$ cat config.mk
export PLATFORM = sky130hd
export DESIGN_NAME = sram_port_arbiter
export DESIGN_NICKNAME = d
export VERILOG_FILES = /design/src/rtl/sram_port_arbiter.sv
export SDC_FILE = /design/constraint.sdc
export NUM_CORES = 1
export LEC_CHECK = 0
export BUFFER_PORTS_ARGS = -buffer_cell sky130_fd_sc_hd__buf_2
export CAP_MARGIN = 10
export CORE_AREA = 2 2 106 108
export CTS_BUF_LIST = sky130_fd_sc_hd__clkbuf_8
export DETAILED_ROUTE_END_ITERATION = 8
export DIE_AREA = 0 0 108 110
export GPL_TIMING_DRIVEN = 0
export PLACE_DENSITY = 0.5
export SLEW_MARGIN = 10
export SYNTH_ARGS = -nofsm -noshare
export SYNTH_HDL_FRONTEND = slang
export SYNTH_SLANG_ARGS = --single-unit
$ cat constraint.sdc
create_clock -name clk -period 1.9 [get_ports clk]
set_input_delay 0.38 -clock clk [delete_from_list [all_inputs] [get_ports clk]]
set_output_delay 0.38 -clock clk [all_outputs]
set_load 0.01 [all_outputs]
$ cat src/rtl/sram_port_arbiter.sv
// Arbitrates an instruction-fetch port and a load/store port onto one single-port SRAM.
// Data has priority; a saturating starve counter guarantees fetch progress.
module sram_port_arbiter #(
   parameter int unsigned STARVE_MAX = 4
) (
   input  logic        clk,
   input  logic        resetn,
   // fetch port
   input  logic        inst_req,
   input  logic [31:0] inst_addr,
   input  logic        inst_cancel,
   output logic        inst_gnt,
   output logic        inst_rvalid,
   output logic [31:0] inst_rdata,
   // load/store port
   input  logic        data_req,
   input  logic [3:0]  data_we,
   input  logic [31:0] data_addr,
   input  logic [31:0] data_wdata,
   output logic        data_gnt,
   output logic        data_rvalid,
   output logic [31:0] data_rdata,
   // shared SRAM
   output logic        sram_en,
   output logic [3:0]  sram_we,
   output logic [31:0] sram_addr,
   output logic [31:0] sram_wdata,
   input  logic [31:0] sram_rdata
);

   localparam logic [3:0] C_STARVE_MAX = 4'(STARVE_MAX);

   typedef enum logic [1:0] {
      IDLE,
      RESP_INST,
      RESP_DATA
   } state_t;

   state_t     r_state;
   state_t     w_state_nxt;
   logic [3:0] r_starve_cnt;
   logic [3:0] w_starve_nxt;
   logic       w_inst_prio;

   // NOTE: state registers use non-blocking assignments so every flop samples
   // the pre-edge value of its inputs, regardless of process ordering.
   always_ff @(posedge clk or negedge resetn) begin
      if (!resetn) begin
         r_state      <= IDLE;
         r_starve_cnt <= 4'd0;
      end else begin
         r_state      <= w_state_nxt;
         r_starve_cnt <= w_starve_nxt;
      end
   end

   // NOTE: every output of this block gets a default first, so no path
   // through the if/case tree can leave a value held (no latch inferred).
   always_comb begin
      inst_gnt     = 1'b0;
      data_gnt     = 1'b0;
      inst_rvalid  = 1'b0;
      data_rvalid  = 1'b0;
      sram_en      = 1'b0;
      sram_we      = 4'd0;
      sram_addr    = 32'd0;
      sram_wdata   = 32'd0;
      w_state_nxt  = IDLE;
      w_starve_nxt = r_starve_cnt;
      w_inst_prio  = inst_req && (r_starve_cnt == C_STARVE_MAX);

      // Gating with resetn keeps every strobe low for the whole reset window,
      // not just after the first edge.
      if (resetn) begin
         if (inst_req && (!data_req || w_inst_prio)) begin
            inst_gnt  = 1'b1;
            sram_en   = 1'b1;
            sram_addr = inst_addr;
         end else if (data_req) begin
            data_gnt   = 1'b1;
            sram_en    = 1'b1;
            sram_we    = data_we;
            sram_addr  = data_addr;
            sram_wdata = data_wdata;
         end

         case (r_state)
            RESP_INST: inst_rvalid = ~inst_cancel;
            RESP_DATA: data_rvalid = 1'b1;
            default:   ;
         endcase
      end

      if (inst_gnt) begin
         w_state_nxt = RESP_INST;
      end else if (data_gnt && (data_we == 4'd0)) begin
         w_state_nxt = RESP_DATA;
      end

      if (!inst_req || inst_gnt) begin
         w_starve_nxt = 4'd0;
      end else if (data_gnt && (r_starve_cnt != C_STARVE_MAX)) begin
         w_starve_nxt = r_starve_cnt + 4'd1;
      end
   end

   assign inst_rdata = sram_rdata;
   assign data_rdata = sram_rdata;

endmodule

==> metrics.md, run 1 <==
| Metric | Value |
|---|---|
| Global Route Usage Sum | `0.0964` |
| WP buf/inv | `5` |
| Antenna diode count | `0` |
| Syn_area_per_cell | `8.16 sq um` |
| Share of cells above drive strength 1 | `0.791` |
| Synthesis warning total | `0` |
| Synth area leaders | `buf_4 33%, and2_1 16%, a22o_1 14%` |
| Syn nets | `320` |
| Area of the multi-input gates | `734 sq um` |
| Period utilization | `1.14` |
| DRT antenna net count | `0` |
| Flops & latches, synth | `6` |
| Crit path time final | `2.17 ns` |
| Clk_lat worst skew | `0.22 ns` |
| Core Area | `10,700 sq um` |
| Clock skew | `0.00339 ns` |
| Post-Syn Instances | `181` |
| Synth area leader | `buf_4` |
| Commonest non-fill, non-tap cell in the layout | `buf_2` |
| PwrDens | `299 nW/um^2` |
| Fillers | `1,167` |
| Post-Route WL | `6900 um` |
| CTS tree | `done` |
| Die area | `11,900 sq um` |
| Area growth, synth to finish | `109%` |
| Nets@finish | `576` |
| Finished Core Util | `0.289` |
| Boundary Pins | `274` |
| Max incr delay on CP | `0.37 ns` |
| Pin count of the biggest net entering global routing | `13` |
| Worst Reg-to-Reg Cells | `7` |
| Sink Count | `6` |
| Die Wd | `108 um` |
| 1st-iter DRT viols | `37` |
| Share of the yosys chip area belonging to registers | `0.102` |
| RSZ-0062 raised after global routing | `yes` |
| WP data arrival | `1.79 ns` |
| Root buf cell | `clkbuf_8` |
| Hold crit path type | `in2async` |
| Via count | `2,164` |
| Worst path depth | `9` |
| Static leakage power | `0.00191 uW` |
| Final hold slack | `0.00853 ns` |
| Buffers added on ports | `241` |
| Num CTS Buffers | `3` |
| Slowest CP cell | `dfrtp_1` |
| Mapped cell area | `1480 sq um` |
| Overall power | `923 uW` |
| Max-Cap Viols | `0` |
| GRT Residual Overflow | `0` |
| # setup viols final | `70` |
| Endpoint class of the critical path | `primary output` |
| Commonest cells after routing, fill and taps aside | `237 x buf_2, 69 x buf_4, 37 x and2_1` |
| Outcome | `finished with violations` |
| DR WL/cell | `12.0 um` |
| Clock tree buffer depth | `2` |
| Yosys top cell area share | `0.325` |
| Vias/cell | `3.76` |
| Dpl hpwl | `5940 um` |
| Delay-heaviest family, CP | `buffers and inverters` |
| Cell Chain, Critical Path | `inv_2 > ha_4 > nand3b_4 > a211oi_4 > buf_6 > buf_8 > clkbuf_16 > a22o_1 > buf_2` |
| Routability-driven placement congestion ratio | `0.714` |
| Critical path launch point | `r_starve_cnt[0]$_DFFE_PN0P_` |
| Worst Setup Slack, final | `-0.271 ns` |
| R2R Setup Slk | `0.41 ns` |
| Rows | `38` |
| Initial antenna violation count | `0` |
| Crit path max fanout | `5` |
| Slew @ Worst Pin | `0.332 ns` |
| CTS clk-pin slew, worst paths | `0.04 ns` |
| Starting Density | `0.138` |
| Slew Viols, Final | `0` |
| Register Area | `150 sq um` |
| Rel. slew slack | `0.777` |
| Reg2reg start | `r_starve_cnt[0]$_DFFE_PN0P_` |
| Max IR drop VDD | `126 uV` |
| Htree depth | `1` |
| Number of global-route vias before repair | `1,935` |
| Violated checks | `setup timing` |
| Die height | `110 um` |
| Netlist cell types | `29` |
| Hold-fix buffers, CTS | `0` |
| First-pass GRT wire length | `9120 um` |
| Worst setup SP type | `flip-flop` |
| Number of hold violations in the final report | `0` |
| Reg2reg end | `r_state[1]$_DFF_PN0_` |
| Residual DRC | `0` |
| Critical Setup Path Class | `reg2out` |
| Max Fclk | `461 MHz` |
| Drt pass-1 iters | `4` |
| WP data required | `1.52 ns` |
| Crit path to | `sram_addr[0]` |
## worst reg2reg max path: stages (launching register included)
cell and delay, ns:
dfrtp_1 0.37, inv_2 0.08, ha_4 0.15, nand3b_4 0.10, o211a_1 0.23, buf_6 0.15
buf_4 0.16, and2_1 0.13
## routing by layer
layer / vias to the layer above / GRT usage / share of wire
met1: 958 / 0.114 / 0.37
met4: 0 / 0.0165 / 0.0048
met2: 138 / 0.182 / 0.52
met5: - / 0 / 0
li1: 1063 / - / -
met3: 5 / 0.0188 / 0.10
## worst min-delay path by stage
stage                start                     endpoint  slack, ns  cells past startpoint
floorplan           resetn  r_starve_cnt[0]$_DFFE_PN0P_       0.08                      0
global placement    resetn  r_starve_cnt[2]$_DFFE_PN0P_       0.25                      1
detailed placement  resetn  r_starve_cnt[2]$_DFFE_PN0P_       0.25                      1
CTS                 resetn  r_starve_cnt[2]$_DFFE_PN0P_      0.005                      1
global route        resetn  r_starve_cnt[2]$_DFFE_PN0P_       0.03                      1
finish              resetn  r_starve_cnt[2]$_DFFE_PN0P_      0.009                      1
## state kept, by name (all words and copies together) (netlist names)
signal	count
r_starve_cnt	4
r_state	2
## Yosys cell counts
library cell and instances:
a211oi_4 1, a21oi_1 2, a22o_1 23, a22o_2 9
a32oi_1 1, and2_1 37, and3_1 1, and4b_2 1
buf_2 1, buf_4 64, buf_6 8, clkbuf_2 2
dfrtp_1 6, ha_1 2, inv_1 5, nand2_1 3
nand2b_1 1, nand3_1 1, nand3b_4 1, nand4_1 1
nand4b_1 1, nor2_1 2, nor2b_1 1, nor3_1 1
nor3b_1 1, nor4_1 1, o211a_1 1, o21ai_0 2
o31ai_1 1
## stage by stage
stage	instances	setup WS [ns]	area, sq um	setup TNS [ns]
global placement	562	-0.301	2860	-11.15
detailed placement	562	-0.308	2860	-11.58
global route	575	-0.347	3090	-21.59
floorplan	181	0.0323	1480	0
finish	575	-0.271	3090	-16.22
CTS	574	-0.278	3070	-16.94
## final cells by class
class                           instances  share of cell area
Timing Repair Buffer                  251               0.439
Multi-Input combinational cell         95               0.238
Buffer                                 75               0.199
Tap cell                              140              0.0567
Sequential cell                         6              0.0486
Clock buffer                            3              0.0134
Inverter                                5             0.00608
## report_power, final
part / leakage (uW) / internal (uW) / total, uW / switching [uW]
logic: 0.00180 / 350 / 599 / 249
clock network: 0.0000216 / 136 / 191 / 54.9
registers: 0.0000826 / 131 / 133 / 1.58
total: 0.00191 / 618 / 923 / 306
## logic make-up (layout without fill, tap and decap cells)
kind of cell / Yosys count / count (layout) / share of synthesized area
AO/OA/AOI/OAI: 40 / 40 / 0.242
adder cells (fa/ha/maj): 2 / 2 / 0.0169
buffers and inverters: 80 / 334 / 0.409
flip-flops: 6 / 6 / 0.102
AND/OR/NAND/NOR: 53 / 53 / 0.230
## timing repair
action | 4_1_cts | 5_1_grt
endpoints found under the setup margin | 70 | 70
gates cloned | 2 | 1
resized for setup | 24 | 1
pin swaps | 6 | 12
endpoints found under the hold margin | 0 | 0
setup buffers | 7 | 1
Note: power is estimated with default switching activity, not from simulation.
==> inputs of run 2 (changes only) <==
PLACE_DENSITY = 0.52   (was 0.5)
SETUP_SLACK_MARGIN = 0.5   (was unset)
clock period = 1.8 ns   (was 1.9 ns; I/O delays follow)
==> metrics.md, run 2 (synthesis gave the netlist of run 1 again) <==
| Metric | Value |
|---|---|
| Period utilization | `1.20` |
| Design Area, Final | `3210 sq um (+3.9%)` |
| CTS tree | `done` |
| Cell Chain, Critical Path | `inv_2 > ha_4 > nand3b_4 > o211a_1 > buf_8 > buf_6 > a22o_2 > buf_2` |
| Fillers | `1,131 (-3.1%)` |
| Crit path max fanout | `10 (+5)` |
| Non-filler instance count after layout | `576 (+0.17%)` |
| Vias/cell | `3.80 (+0.98%)` |
| Area growth, synth to finish | `117%` |
| Root buf cell | `clkbuf_8` |
| Static leakage power | `0.00197 uW (+3.4%)` |
| Max Fclk | `464 MHz` |
| Htree depth | `1 (unchanged)` |
| Num CTS Buffers | `3 (unchanged)` |
| Biggest regs | `r_starve_cnt x4, r_state x2` |
| Nets@finish | `577 (+0.17%)` |
| Crit path time final | `2.16 ns` |
| Drt pass-1 iters | `4 (unchanged)` |
| Core Area | `10,700 sq um (unchanged)` |
| Max IR drop VDD | `135 uV (+7.6%)` |
| Slew @ Worst Pin | `0.286 ns (-0.0456 ns)` |
| Die Wd | `108 um (unchanged)` |
| Number of global-route vias before repair | `1,913 (-1.1%)` |
| Dpl ws | `-0.339 ns (-0.0307 ns)` |
| Outcome | `finished with violations` |
| DP Cell Count | `562 (unchanged)` |
| Antenna diode count | `0 (unchanged)` |
| Initial antenna violation count | `0 (unchanged)` |
| First-pass GRT wire length | `8080 um (-11%)` |
| Slew Viols, Final | `0 (unchanged)` |
| Worst setup SP type | `flip-flop` |
| # setup viols final | `70 (unchanged)` |
| WP data arrival | `1.80 ns (about the same)` |
| Die height | `110 um (unchanged)` |
| Clock tree buffer depth | `2 (unchanged)` |
| Global Route Usage Sum | `0.0853 (-0.0111)` |
| GRT Residual Overflow | `0 (unchanged)` |
| Rel. slew slack | `0.809 (+0.0318)` |
| Dpl hpwl | `5480 um (-7.8%)` |
| Register Area | `150 sq um (unchanged)` |
| PwrDens | `315 nW/um^2 (+5.3%)` |
| Clk_lat worst skew | `0.22 ns (about the same)` |
| Slowest CP cell | `dfrtp_1` |
| DRT antenna net count | `0 (unchanged)` |
| Commonest cells after routing, fill and taps aside | `234 x buf_2, 69 x buf_4, 36 x and2_4` |
| Reg with most FFs | `r_starve_cnt` |
| Clock skew | `0.00340 ns (+0.0000103 ns)` |
| Worst Setup Slack, final | `-0.357 ns (-0.0861 ns)` |
| Violated checks | `setup timing` |
| 1st-iter DRT viols | `65 (+76%)` |
| Pin count of the biggest net entering global routing | `12 (-1)` |
| Dpl cell area | `2980 sq um (+4.4%)` |
| Rows | `38 (unchanged)` |
| RSZ-0062 raised after global routing | `yes` |
| Commonest non-fill, non-tap cell in the layout | `buf_2` |
| CTS clk-pin slew, worst paths | `0.04 ns (about the same)` |
| Number of hold violations in the final report | `0 (unchanged)` |
| Max incr delay on CP | `0.38 ns (about the same)` |
| Starting Density | `0.138 (unchanged)` |
| Endpoint class of the critical path | `primary output` |
| Post-Route WL | `6490 um (-5.9%)` |
| Hold crit path type | `in2reg` |
| Die area | `11,900 sq um (unchanged)` |
| Buffers added on ports | `241 (unchanged)` |
| Residual DRC | `0 (unchanged)` |
| Max-Cap Viols | `0 (unchanged)` |
| Sink Count | `6 (unchanged)` |
| Max FFs per register | `4 (unchanged)` |
| Boundary Pins | `274 (unchanged)` |
| Area of the multi-input gates | `830 sq um (+13%)` |
| Share of cells above drive strength 1 | `0.876 (+0.0853)` |
| WP data required | `1.44 ns (-0.08 ns)` |
| DR WL/cell | `11.3 um (-6.0%)` |
| Critical Setup Path Class | `reg2out` |
| Routability-driven placement congestion ratio | `0.747 (+4.6%)` |
| Via count | `2,189 (+1.2%)` |
-- run 2: changes by cell type in the layout (fill, tap and decap cells not counted) --
cell	delta
inv_1	-1
buf_8	-1
nor3b_2	+1
buf_2	-3
dlygate4sd3_1	+1
inv_2	+1
and2_1	-36
nor3b_1	-1
and2_4	+36
buf_6	+4
-- run 2: what timing repair did --
action                                  4_1_cts  5_1_grt
endpoints found under the setup margin       75       73
pin swaps                                     1        3
hold buffers                                  1        0
cloned                                        0        1
endpoints found under the hold margin         6        0
resized for setup                             6       12
buffers inserted                              4        5
-- run 2: critical path, delay by kind of cell, from the launching register on --
| family | cells | cell delay [ns] |
|---|---|---|
| buf+inv | 4 | 0.50 |
| simple gates | 1 | 0.10 |
| compound gates | 2 | 0.44 |
| flops | 1 | 0.38 |
| fa+ha+maj | 1 | 0.15 |
-- run 2: path summary, 6_finish.rpt --
kind,startpoint,end,slack [ns],cells past startpoint
worst max-delay path,r_starve_cnt[1]$_DFFE_PN0P_,sram_addr[31],-0.36,8
worst min-delay path,data_we[3],r_state[1]$_DFF_PN0_,0.48,3
worst max register to register,r_starve_cnt[1]$_DFFE_PN0P_,r_state[1]$_DFF_PN0_,0.29,7
worst min register to register,r_starve_cnt[3]$_DFFE_PN0P_,r_starve_cnt[3]$_DFFE_PN0P_,0.54,1
max in group asynchronous,resetn,r_state[0]$_DFF_PN0_,1.00,2
min in group asynchronous,resetn,r_starve_cnt[2]$_DFFE_PN0P_,0.58,2
-- run 2: layout make-up --
class / instances / area share
inverter: 5 / 0.00585
clock buffer: 3 / 0.0129
timing repair buffer: 252 / 0.426
tap: 140 / 0.0546
buffer: 75 / 0.195
sequential: 6 / 0.0468
multi-input combinational: 95 / 0.259
-- run 2: where the power goes --
| group | total, uW | leakage, uW | switching [uW] | internal [uW] |
|---|---|---|---|---|
| combinational | 666 | 0.00187 | 268 | 398 |
| clock | 203 | 0.0000216 | 59.5 | 144 |
| sequential | 141 | 0.0000826 | 1.93 | 139 |
-- run 2: layer usage --
metal / global-route usage / up-vias / part of all wire / routed length [um]
met3: 0.00647 / 5 / 0.10 / 671
li1: - / 1068 / - / -
met2: 0.181 / 163 / 0.56 / 3620
met1: 0.0874 / 953 / 0.33 / 2150
met4: 0.0238 / 0 / 0.0080 / 52
met5: 0 / - / 0 / 0
-- run 2: through the flow --
| stage | total power (uW) | TNS (ns) | util | hold slack (ns) |
|---|---|---|---|---|
| 2_1_floorplan | 489 | 0 | - | 0.0644 |
| 3_3_place_gp | 772 | -12.17 | 0.279 | 0.227 |
| 3_5_place_dp | 775 | -13.27 | 0.279 | 0.237 |
| 4_1_cts | 997 | -21.90 | 0.288 | 0.468 |
| 5_1_grt | 1080 | -25.60 | 0.300 | 0.476 |
| 6_report | 1010 | -21.34 | 0.300 | 0.478 |
